--- config.mk ---
export PLATFORM = sky130hd
export DESIGN_NAME = usb_ep_tx_arbiter
export DESIGN_NICKNAME = d
export VERILOG_FILES = /design/src/rtl/usb_ep_tx_arbiter.sv
export SDC_FILE = /design/constraint.sdc
export NUM_CORES = 1
export LEC_CHECK = 0
export ABC_AREA = 1
export BUFFER_PORTS_ARGS = -buffer_cell sky130_fd_sc_hd__buf_2
export CAP_MARGIN = 20
export CELL_PAD_IN_SITES_DETAIL_PLACEMENT = 0
export CELL_PAD_IN_SITES_GLOBAL_PLACEMENT = 1
export CORE_MARGIN = 2
export CORE_UTILIZATION = 38
export DETAILED_ROUTE_END_ITERATION = 8
export PLACE_DENSITY = 0.83
export SLEW_MARGIN = 15
export SYNTH_ARGS = -nofsm -noshare
export SYNTH_HDL_FRONTEND = slang
export SYNTH_SLANG_ARGS = --single-unit
export TNS_END_PERCENT = 10
--- constraint.sdc ---
create_clock -name clk_i -period 2.3 [get_ports clk_i]
set_input_delay 0.345 -clock clk_i [delete_from_list [all_inputs] [get_ports clk_i]]
set_output_delay 0.345 -clock clk_i [all_outputs]
set_load 0.01 [all_outputs]
--- src/rtl/usb_ep_tx_arbiter.sv ---
// Packet-granular round-robin arbiter sharing the EP2 bulk-IN FIFO write port among NUM_SRC byte sources.
// A fired byte reaches o_tx_dval/o_tx_data one cycle later; i_fifo_afull drops ready and freezes the idle timeout.
module usb_ep_tx_arbiter #(
  parameter int NUM_SRC      = 4,
  parameter int IDLE_TIMEOUT = 256,
  parameter int CNT_W        = 12
) (
  input  logic                   clk_i,
  input  logic                   rstn_i,
  input  logic                   i_usb_busreset,
  input  logic                   i_highspeed,
  input  logic [NUM_SRC-1:0]     i_src_en,
  input  logic [NUM_SRC-1:0]     i_src_valid,
  input  logic [NUM_SRC-1:0]     i_src_last,
  input  logic [8*NUM_SRC-1:0]   i_src_data,
  output logic [NUM_SRC-1:0]     o_src_ready,
  input  logic                   i_fifo_afull,
  output logic                   o_tx_dval,
  output logic [7:0]             o_tx_data,
  output logic [NUM_SRC-1:0]     o_grant,
  output logic                   o_pkt_done,
  output logic [CNT_W-1:0]       o_pkt_len
);

  localparam int IDX_W = $clog2(NUM_SRC);
  localparam int IDL_W = $clog2(IDLE_TIMEOUT + 1);

  typedef enum logic [1:0] {
    S_IDLE = 2'd0,
    S_XFER = 2'd1,
    S_DONE = 2'd2
  } state_t;

  state_t             state_q, state_d;
  logic [NUM_SRC-1:0] grant_d;
  logic [IDX_W-1:0]   gidx_q, gidx_d;
  logic [IDX_W-1:0]   rr_q, rr_d;
  logic [IDX_W-1:0]   pick;
  logic [IDX_W:0]     idx;
  logic [CNT_W-1:0]   byte_cnt_q, byte_cnt_d;
  logic [CNT_W-1:0]   maxp_q, maxp_d;
  logic [CNT_W-1:0]   pkt_len_d;
  logic [IDL_W-1:0]   idle_cnt_q, idle_cnt_d;
  logic [NUM_SRC-1:0] cand;
  logic               found;
  logic               fire;
  logic               end_pkt;
  logic               pkt_done_d;
  logic               g_last;
  logic               g_en;
  logic [7:0]         g_data;

  always_comb begin
    o_src_ready = '0;
    if (state_q == S_XFER && !i_fifo_afull) o_src_ready = o_grant;
  end

  assign fire = |(o_src_ready & i_src_valid);
  assign cand = i_src_en & i_src_valid;

  always_comb begin
    g_data = '0;
    g_last = 1'b0;
    g_en   = 1'b0;
    for (int k = 0; k < NUM_SRC; k++) begin
      if (gidx_q == IDX_W'(k)) begin
        g_data = i_src_data[8*k +: 8];
        g_last = i_src_last[k];
        g_en   = i_src_en[k];
      end
    end
  end

  // First enabled+valid source at or above the rr pointer, wrapping at NUM_SRC.
  always_comb begin
    found = 1'b0;
    pick  = '0;
    idx   = '0;
    for (int i = 0; i < NUM_SRC; i++) begin
      idx = {1'b0, rr_q} + (IDX_W+1)'(i);
      if (idx >= (IDX_W+1)'(NUM_SRC)) idx = idx - (IDX_W+1)'(NUM_SRC);
      if (!found && cand[idx[IDX_W-1:0]]) begin
        found = 1'b1;
        pick  = idx[IDX_W-1:0];
      end
    end
  end

  always_comb begin
    state_d    = state_q;
    grant_d    = o_grant;
    gidx_d     = gidx_q;
    rr_d       = rr_q;
    byte_cnt_d = byte_cnt_q;
    idle_cnt_d = idle_cnt_q;
    maxp_d     = maxp_q;
    pkt_done_d = 1'b0;
    pkt_len_d  = o_pkt_len;
    end_pkt    = 1'b0;
    case (state_q)
      S_IDLE: begin
        if (found) begin
          state_d    = S_XFER;
          grant_d    = NUM_SRC'(1) << pick;
          gidx_d     = pick;
          byte_cnt_d = '0;
          idle_cnt_d = '0;
          maxp_d     = i_highspeed ? CNT_W'(512) : CNT_W'(64);
        end
      end
      S_XFER: begin
        if (fire) begin
          byte_cnt_d = byte_cnt_q + CNT_W'(1);
          idle_cnt_d = '0;
        end else if (!i_fifo_afull) begin
          idle_cnt_d = idle_cnt_q + IDL_W'(1);
        end
        // Timeout only advances while the FIFO can accept, so backpressure never ends a packet.
        end_pkt = (fire && (g_last || byte_cnt_q == maxp_q - CNT_W'(1)))
               || (!fire && !i_fifo_afull && idle_cnt_q == IDL_W'(IDLE_TIMEOUT - 1))
               || !g_en;
        if (end_pkt) begin
          state_d    = S_DONE;
          grant_d    = '0;
          pkt_done_d = 1'b1;
          pkt_len_d  = byte_cnt_d;
          rr_d       = (gidx_q == IDX_W'(NUM_SRC - 1)) ? '0 : gidx_q + IDX_W'(1);
        end
      end
      S_DONE: state_d = S_IDLE;
      default: state_d = S_IDLE;
    endcase
    if (i_usb_busreset) begin
      state_d    = S_IDLE;
      grant_d    = '0;
      rr_d       = '0;
      byte_cnt_d = '0;
      idle_cnt_d = '0;
      pkt_done_d = 1'b0;
    end
  end

  always_ff @(posedge clk_i or negedge rstn_i) begin
    if (!rstn_i) begin
      state_q    <= S_IDLE;
      o_grant    <= '0;
      gidx_q     <= '0;
      rr_q       <= '0;
      byte_cnt_q <= '0;
      idle_cnt_q <= '0;
      maxp_q     <= '0;
      o_pkt_done <= 1'b0;
      o_pkt_len  <= '0;
      o_tx_dval  <= 1'b0;
      o_tx_data  <= '0;
    end else begin
      state_q    <= state_d;
      o_grant    <= grant_d;
      gidx_q     <= gidx_d;
      rr_q       <= rr_d;
      byte_cnt_q <= byte_cnt_d;
      idle_cnt_q <= idle_cnt_d;
      maxp_q     <= maxp_d;
      o_pkt_done <= pkt_done_d;
      o_pkt_len  <= pkt_len_d;
      o_tx_dval  <= fire & ~i_usb_busreset;
      if (fire) o_tx_data <= g_data;
    end
  end

endmodule

# Word level (Yosys, flattened, before mapping)
# Cells that the tools add are included.
# W data, S select, Z words.
# word_totals
register_bits	65
latchBits	0
ram_bits	0
romBits	0
input_bits	49
output_inout_bits	30
wordCells	131
n_memories	0
# op_classes
n_addsub	11
mul	0
n_div	0
order_cmp	8
n_eq_ne	9
shifts	1
n_mux	58
n_bitwise	4
n_reduce_logical	29
# ops
op	n
$mux W12	3
$mux W9	4
$mux W8	4
$mux W2	15
$pmux W12 S2	1
$mux W1	19
$pmux W9 S2	1
$mux W4	4
$add A12 B1 Y12 const B	1
$eq A12 B12 Y1	1
$lt A2 B3 Y1 const B	4
$sub A12 B1 Y12 const B	1
$mux W10	1
$reduce_and A2 Y1	5
$add A9 B1 Y9 const B	1
$eq A9 B8 Y1 const B	1
$ge A3 B3 Y1 const B	3
$and A4 B4 Y4	2
$bmux W1 S2	4
$pmux W4 S2	1
$sub A2 B1 Y2 const B	4
$logic_and A1 B1 Y1	7
$add A2 B2 Y3 const B	2
$logic_not A1 Y1	6
other kinds (18)	25

# Depth between registers and ports, before layout
# logic_depth
word_depth	18
depth_mapped	14
ltp_nobuf	14

# Least setup slack after synthesis
# Ideal clock, no wire load.
# synth_timing
kind	register to register
startpoint	register gidx_q[0]
endpoint	register o_pkt_len[1]
setup_time_ns	0.127
arrival_ns	1.752
required_time_ns	2.173
slack_ns	0.421
stages_incl_launch_ff	14
path_buffers	3
synth_period_minus_slack_ns	1.879
cell_sequence	dfrtp_1 > inv_1 > ha_1 > buf_2 > inv_1 > clkbuf_1 > nor2_1 > nor2_1 > nand2_1 > nand2_1 > nand3_2 > nand2_4 > buf_4 > o21ai_1
# synth_via
elab_chain_len	10
elab_cells_between_ends	18
classes_between	3 x eq/ne; 8 x mux; 7 x reduce/logical
# synth_lines
item	line_no	source
start, declared	36	logic [IDX_W-1:0] gidx_q, gidx_d;
start signal, assigned	159	gidx_q <= gidx_d;
$logic_not A2 Y1	66	if (gidx_q == IDX_W'(k)) begin
$mux W1 (4 in a row)	66	
$logic_or A1 B1 Y1	119	end_pkt = (fire && (g_last || byte_cnt_q == maxp_q - CNT_W'(1)))
$logic_and A1 B1 Y1	119	
$logic_or A1 B1 Y1	120	|| (!fire && !i_fifo_afull && idle_cnt_q == IDL_W'(IDLE_TIMEOUT - 1))
$logic_or A1 B1 Y1 (*)	121	|| !g_en;
$reduce_and A2 Y1 (no source line) (*)	--	
end signal, assigned	165	o_pkt_len <= pkt_len_d;
end, declared	22	output logic [CNT_W-1:0] o_pkt_len
# Mark *: on every way between the ends. The rest lies on a longest branch, timed or not.
# A chain may end at the register's enable or synchronous reset.

# Worst setup path after layout
# layout_timing
startpoint	register gidx_q[0]
endpoint	register rr_q[0]
# layout_via
elab_chain_len	11
elab_cells_between_ends	24
classes_between	1 x add/sub; 3 x eq/ne; 12 x mux; 8 x reduce/logical
# layout_lines
item	line_no	source
$logic_not A2 Y1	66	
$mux W1 (4 in a row)	66	
$logic_or A1 B1 Y1	119	
$logic_and A1 B1 Y1	119	
$logic_or A1 B1 Y1	120	
$logic_or A1 B1 Y1	121	
$reduce_bool A2 Y1 (no source line)	--	
$reduce_and A2 Y1 (no source line)	--	
end signal, assigned	160	rr_q <= rr_d;
end, declared	37	logic [IDX_W-1:0] rr_q, rr_d;
# Several ways; a longest one is shown, not always the timed one. The select of a mux whose other input is x is not followed.

==> impl_metrics.env <==
export IMPL_routed_via_count=3313
export IMPL_drt_iter0_drc=134
export IMPL_totalNegativeSetupSlack_ps=0
export IMPL_rsz0062_at_grt="no"
export IMPL_nets=628
export IMPL_yosysUniqueCellTypes=32
export IMPL_final_period_utilization_pct=87.70
export IMPL_cap_violations=0
export IMPL_dominant_combinational_cell_family_by_area_after_synthesis="simple AND/OR/NAND/NOR gates"
export IMPL_post_synth_fa_ha_maj_area_fraction_pct=2.912
export IMPL_total_i_o_pin_count=79
export IMPL_drc_errors=0
export IMPL_clkSinkCount=55
export IMPL_cts_htree_levels=2
export IMPL_die_h_um=99.11
export IMPL_drt_pre_antenna_iters=6
export IMPL_finalClockSkew_ps=5.257
export IMPL_timing_hold_violations_final=0
export IMPL_first_global_vias=3169
export IMPL_dp_hpwl_mm=6.560
export IMPL_die_w_um=99.11
export IMPL_post_route_min_period_ps=2017
export IMPL_cts_buffers=5
export IMPL_tightest_slew_ps=395.5
export IMPL_num_fill_cells=910
export IMPL_drt_vias_per_instance=4.872
export IMPL_yosysWarnings=0
export IMPL_power_uw=3749
export IMPL_ys_ff_latch=55
export IMPL_core_area_mm2=0.008763
export IMPL_maxSlewViolCount=0
export IMPL_critPathKind="flip-flop to flip-flop"
export IMPL_start_util_pct=39.22
export IMPL_synth_xor_xnor_area_share_pct=3.313
export IMPL_outcome="complete, no violations"
export IMPL_critPathRequiredTime_ps=2540
export IMPL_antenna_cells_inserted=0
export IMPL_p_leak_uw=0.002095
export IMPL_gr_usage_all_layers_pct=17.67
export IMPL_grt_overflow_total=0
export IMPL_initial_antenna_violation_count=0
export IMPL_yosys_area_share_simple_pct=34.62
export IMPL_detail_route_wirelength_mm=8.296
export IMPL_area_delta_synth_final_pct=19.69
export IMPL_port_buffers=78
export IMPL_synth_mux_area_share_pct=0
export IMPL_max_clock_freq_mhz=495.8
export IMPL_layout_common_cells="168 x sky130_fd_sc_hd__nand2_1, 78 x sky130_fd_sc_hd__buf_2, 55 x sky130_fd_sc_hd__dfrtp_1, 40 x sky130_fd_sc_hd__inv_1, 38 x sky130_fd_sc_hd__nand3_1"
export IMPL_hold_class="input port to flip-flop"
export IMPL_clock_root_buffer="sky130_fd_sc_hd__clkbuf_8"
export IMPL_crit_path_end_kind="flip-flop"
export IMPL_synth_compound_area_share_pct=11.39
export IMPL_grt_pass1_wl_mm=14.55
export IMPL_final_ant_viol_nets=0
export IMPL_worstPathMaxFanout=26
export IMPL_layout_commonest_cell="sky130_fd_sc_hd__nand2_1"
export IMPL_timing_critical_path_arrival_ps=2260
export IMPL_tritoncts_clock_tree="built"
export IMPL_gp_congestion=0.8662
export IMPL_ys_flop_type="sky130_fd_sc_hd__dfrtp_1"
export IMPL_grt_start_max_net_pins=27
export IMPL_die_area_mm2=0.009822
export IMPL_post_synth_instance_area_mm2=0.003437
export IMPL_synth_edff_count=0
export IMPL_post_drt_wl_per_cell_um=12.20
export IMPL_postSynthCellCount=485
export IMPL_worst_slew_margin_rel_pct=73.63
export IMPL_drive_above_1_share_pct=21.85
export IMPL_fp_row_count=34
export IMPL_cts_root_to_sink_buffers=2
export IMPL_postSynthAreaPerCell_um2=7.087
export IMPL_postSynth_asyncResetShare_pct=100.0
export IMPL_power_density_mw_per_mm2=911.2
export IMPL_setup_violations=0
export IMPL_clkTransAtPathRegs_ps=110
export IMPL_mappedNetlistNets=542
export IMPL_max_vdd_ir_drop_v=0.0004914
export IMPL_cp_start_kind="flip-flop"
export IMPL_portion_of_the_post_synthesis_area_used_by_sequential_elements_pct=40.04
export IMPL_clkLatencyLatePin_ps=310
worst paths after layout:
| check | from | endpoint | slack, ps | depth (start not counted) |
|---|---|---|---|---|
| min in group asynchronous | rstn_i | o_grant[1] | 470 | 2 |
| max | gidx_q[0] | rr_q[0] | 280 | 12 |
| min | i_src_data[26] | o_tx_data[2] | 340 | 5 |
| max reg2reg | gidx_q[0] | rr_q[0] | 280 | 12 |
| min reg2reg | o_tx_data[7] | o_tx_data[7] | 490 | 2 |
| max in group asynchronous | rstn_i | idle_cnt_q[2] | 1230 | 3 |
cell usage after synthesis, types with 2 or more instances:
library cell,instances,area (µm²)
sky130_fd_sc_hd__ha_1,8,100.1
sky130_fd_sc_hd__nor2_4,2,22.52
sky130_fd_sc_hd__o22ai_1,8,50.05
sky130_fd_sc_hd__nor2_1,31,116.4
sky130_fd_sc_hd__o21ai_0,23,115.1
sky130_fd_sc_hd__inv_2,6,22.52
sky130_fd_sc_hd__buf_2,5,25.02
sky130_fd_sc_hd__nand2_1,168,630.6
sky130_fd_sc_hd__a21boi_0,2,15.01
sky130_fd_sc_hd__nand2_2,3,18.77
sky130_fd_sc_hd__a21oi_1,15,75.07
sky130_fd_sc_hd__clkbuf_1,6,22.52
sky130_fd_sc_hd__buf_6,3,33.78
sky130_fd_sc_hd__dfrtp_1,55,1376
sky130_fd_sc_hd__xnor2_1,2,17.52
sky130_fd_sc_hd__nor3_1,12,60.06
sky130_fd_sc_hd__nor2_2,4,25.02
sky130_fd_sc_hd__o21ai_1,21,105.1
sky130_fd_sc_hd__xor2_1,11,96.34
sky130_fd_sc_hd__or2_2,2,12.51
sky130_fd_sc_hd__nand3_1,38,190.2
sky130_fd_sc_hd__inv_1,41,153.9
sky130_fd_sc_hd__nand4_1,9,56.30
sky130_fd_sc_hd__nand2_4,2,22.52
timing repair:
item                                    4_1_cts  5_1_grt
buffers inserted                              0        2
hold buffers                                  1        0
endpoints found under the hold margin        16        0
resized for setup                             0        4
endpoints found under the setup margin        0       13
through the flow:
stage               hold WS, ps  setup WS (ps)  std cells  util, %  cell area, µm²
floorplan                 49.41          420.8        485        -            3437
global placement          302.5          261.2        669    45.32            3971
detailed placement        295.5          169.1        669    45.32            3971
CTS                       330.1          129.1        678    46.52            4076
global route              337.7          25.61        680    46.94            4114
finish                    338.1          282.9        680    46.94            4114
flip-flops by register name (all words and copies together), names as in the netlist:
signal / count
o_pkt_len: 12
rr_q: 2
maxp_q: 2
idle_cnt_q: 9
o_tx_dval: 1
o_tx_data: 8
gidx_q: 2
byte_cnt_q: 12
state_q: 2
o_grant: 4
o_pkt_done: 1
worst max-delay path, cell delays in order (launching register included):
cell and delay, ps:
sky130_fd_sc_hd__dfrtp_1 430, sky130_fd_sc_hd__inv_1 120, sky130_fd_sc_hd__ha_1 210, sky130_fd_sc_hd__inv_1 70, sky130_fd_sc_hd__nor2_1 90, sky130_fd_sc_hd__nor2_1 40
sky130_fd_sc_hd__a21boi_0 260, sky130_fd_sc_hd__nand2_1 100, sky130_fd_sc_hd__nand2_2 90, sky130_fd_sc_hd__nand3_2 130, sky130_fd_sc_hd__nand2_8 190, sky130_fd_sc_hd__nand2_1 100
sky130_fd_sc_hd__o21ai_1 130
logic make-up (layout without fill, tap and decap cells):
kind of cell / after synthesis / count (layout)
buffers and inverters: 62 / 149
and+or+nand+nor: 275 / 275
xor gates and xnor gates: 13 / 13
adders and majority gates: 8 / 8
AOI/OAI and AO/OA: 72 / 72
DFF: 55 / 55
power by group:
part           internal [µW]  switching [µW]  total, µW
Sequential              1150             129       1280
Combinational            682            1220       1900
Clock                    225             343        568
layout make-up:
class / count / area, µm² / share of cell area, %
clock buffers: 5 / 68.82 / 1.673
clock inverters: 3 / 26.28 / 0.6387
inverters: 47 / 180.2 / 4.380
multi-input cells: 368 / 1814 / 44.10
flip-flops and latches: 55 / 1376 / 33.45
well taps: 108 / 135.1 / 3.285
repair buffers: 94 / 513.0 / 12.47
routing by layer:
| metal | part of all wire (%) | up-vias | wire length [µm] | GRT usage (%) |
|---|---|---|---|---|
| met5 | 0 | - | 0 | 0 |
| met1 | 49 | 1488 | 4049 | 24.68 |
| met3 | 5.3 | 4 | 442 | 2.670 |
| met2 | 45 | 86 | 3732 | 29.37 |
| li1 | - | 1735 | - | - |
| met4 | 0.87 | 0 | 72 | 3.583 |
Power figures use the tool's default switching activity.
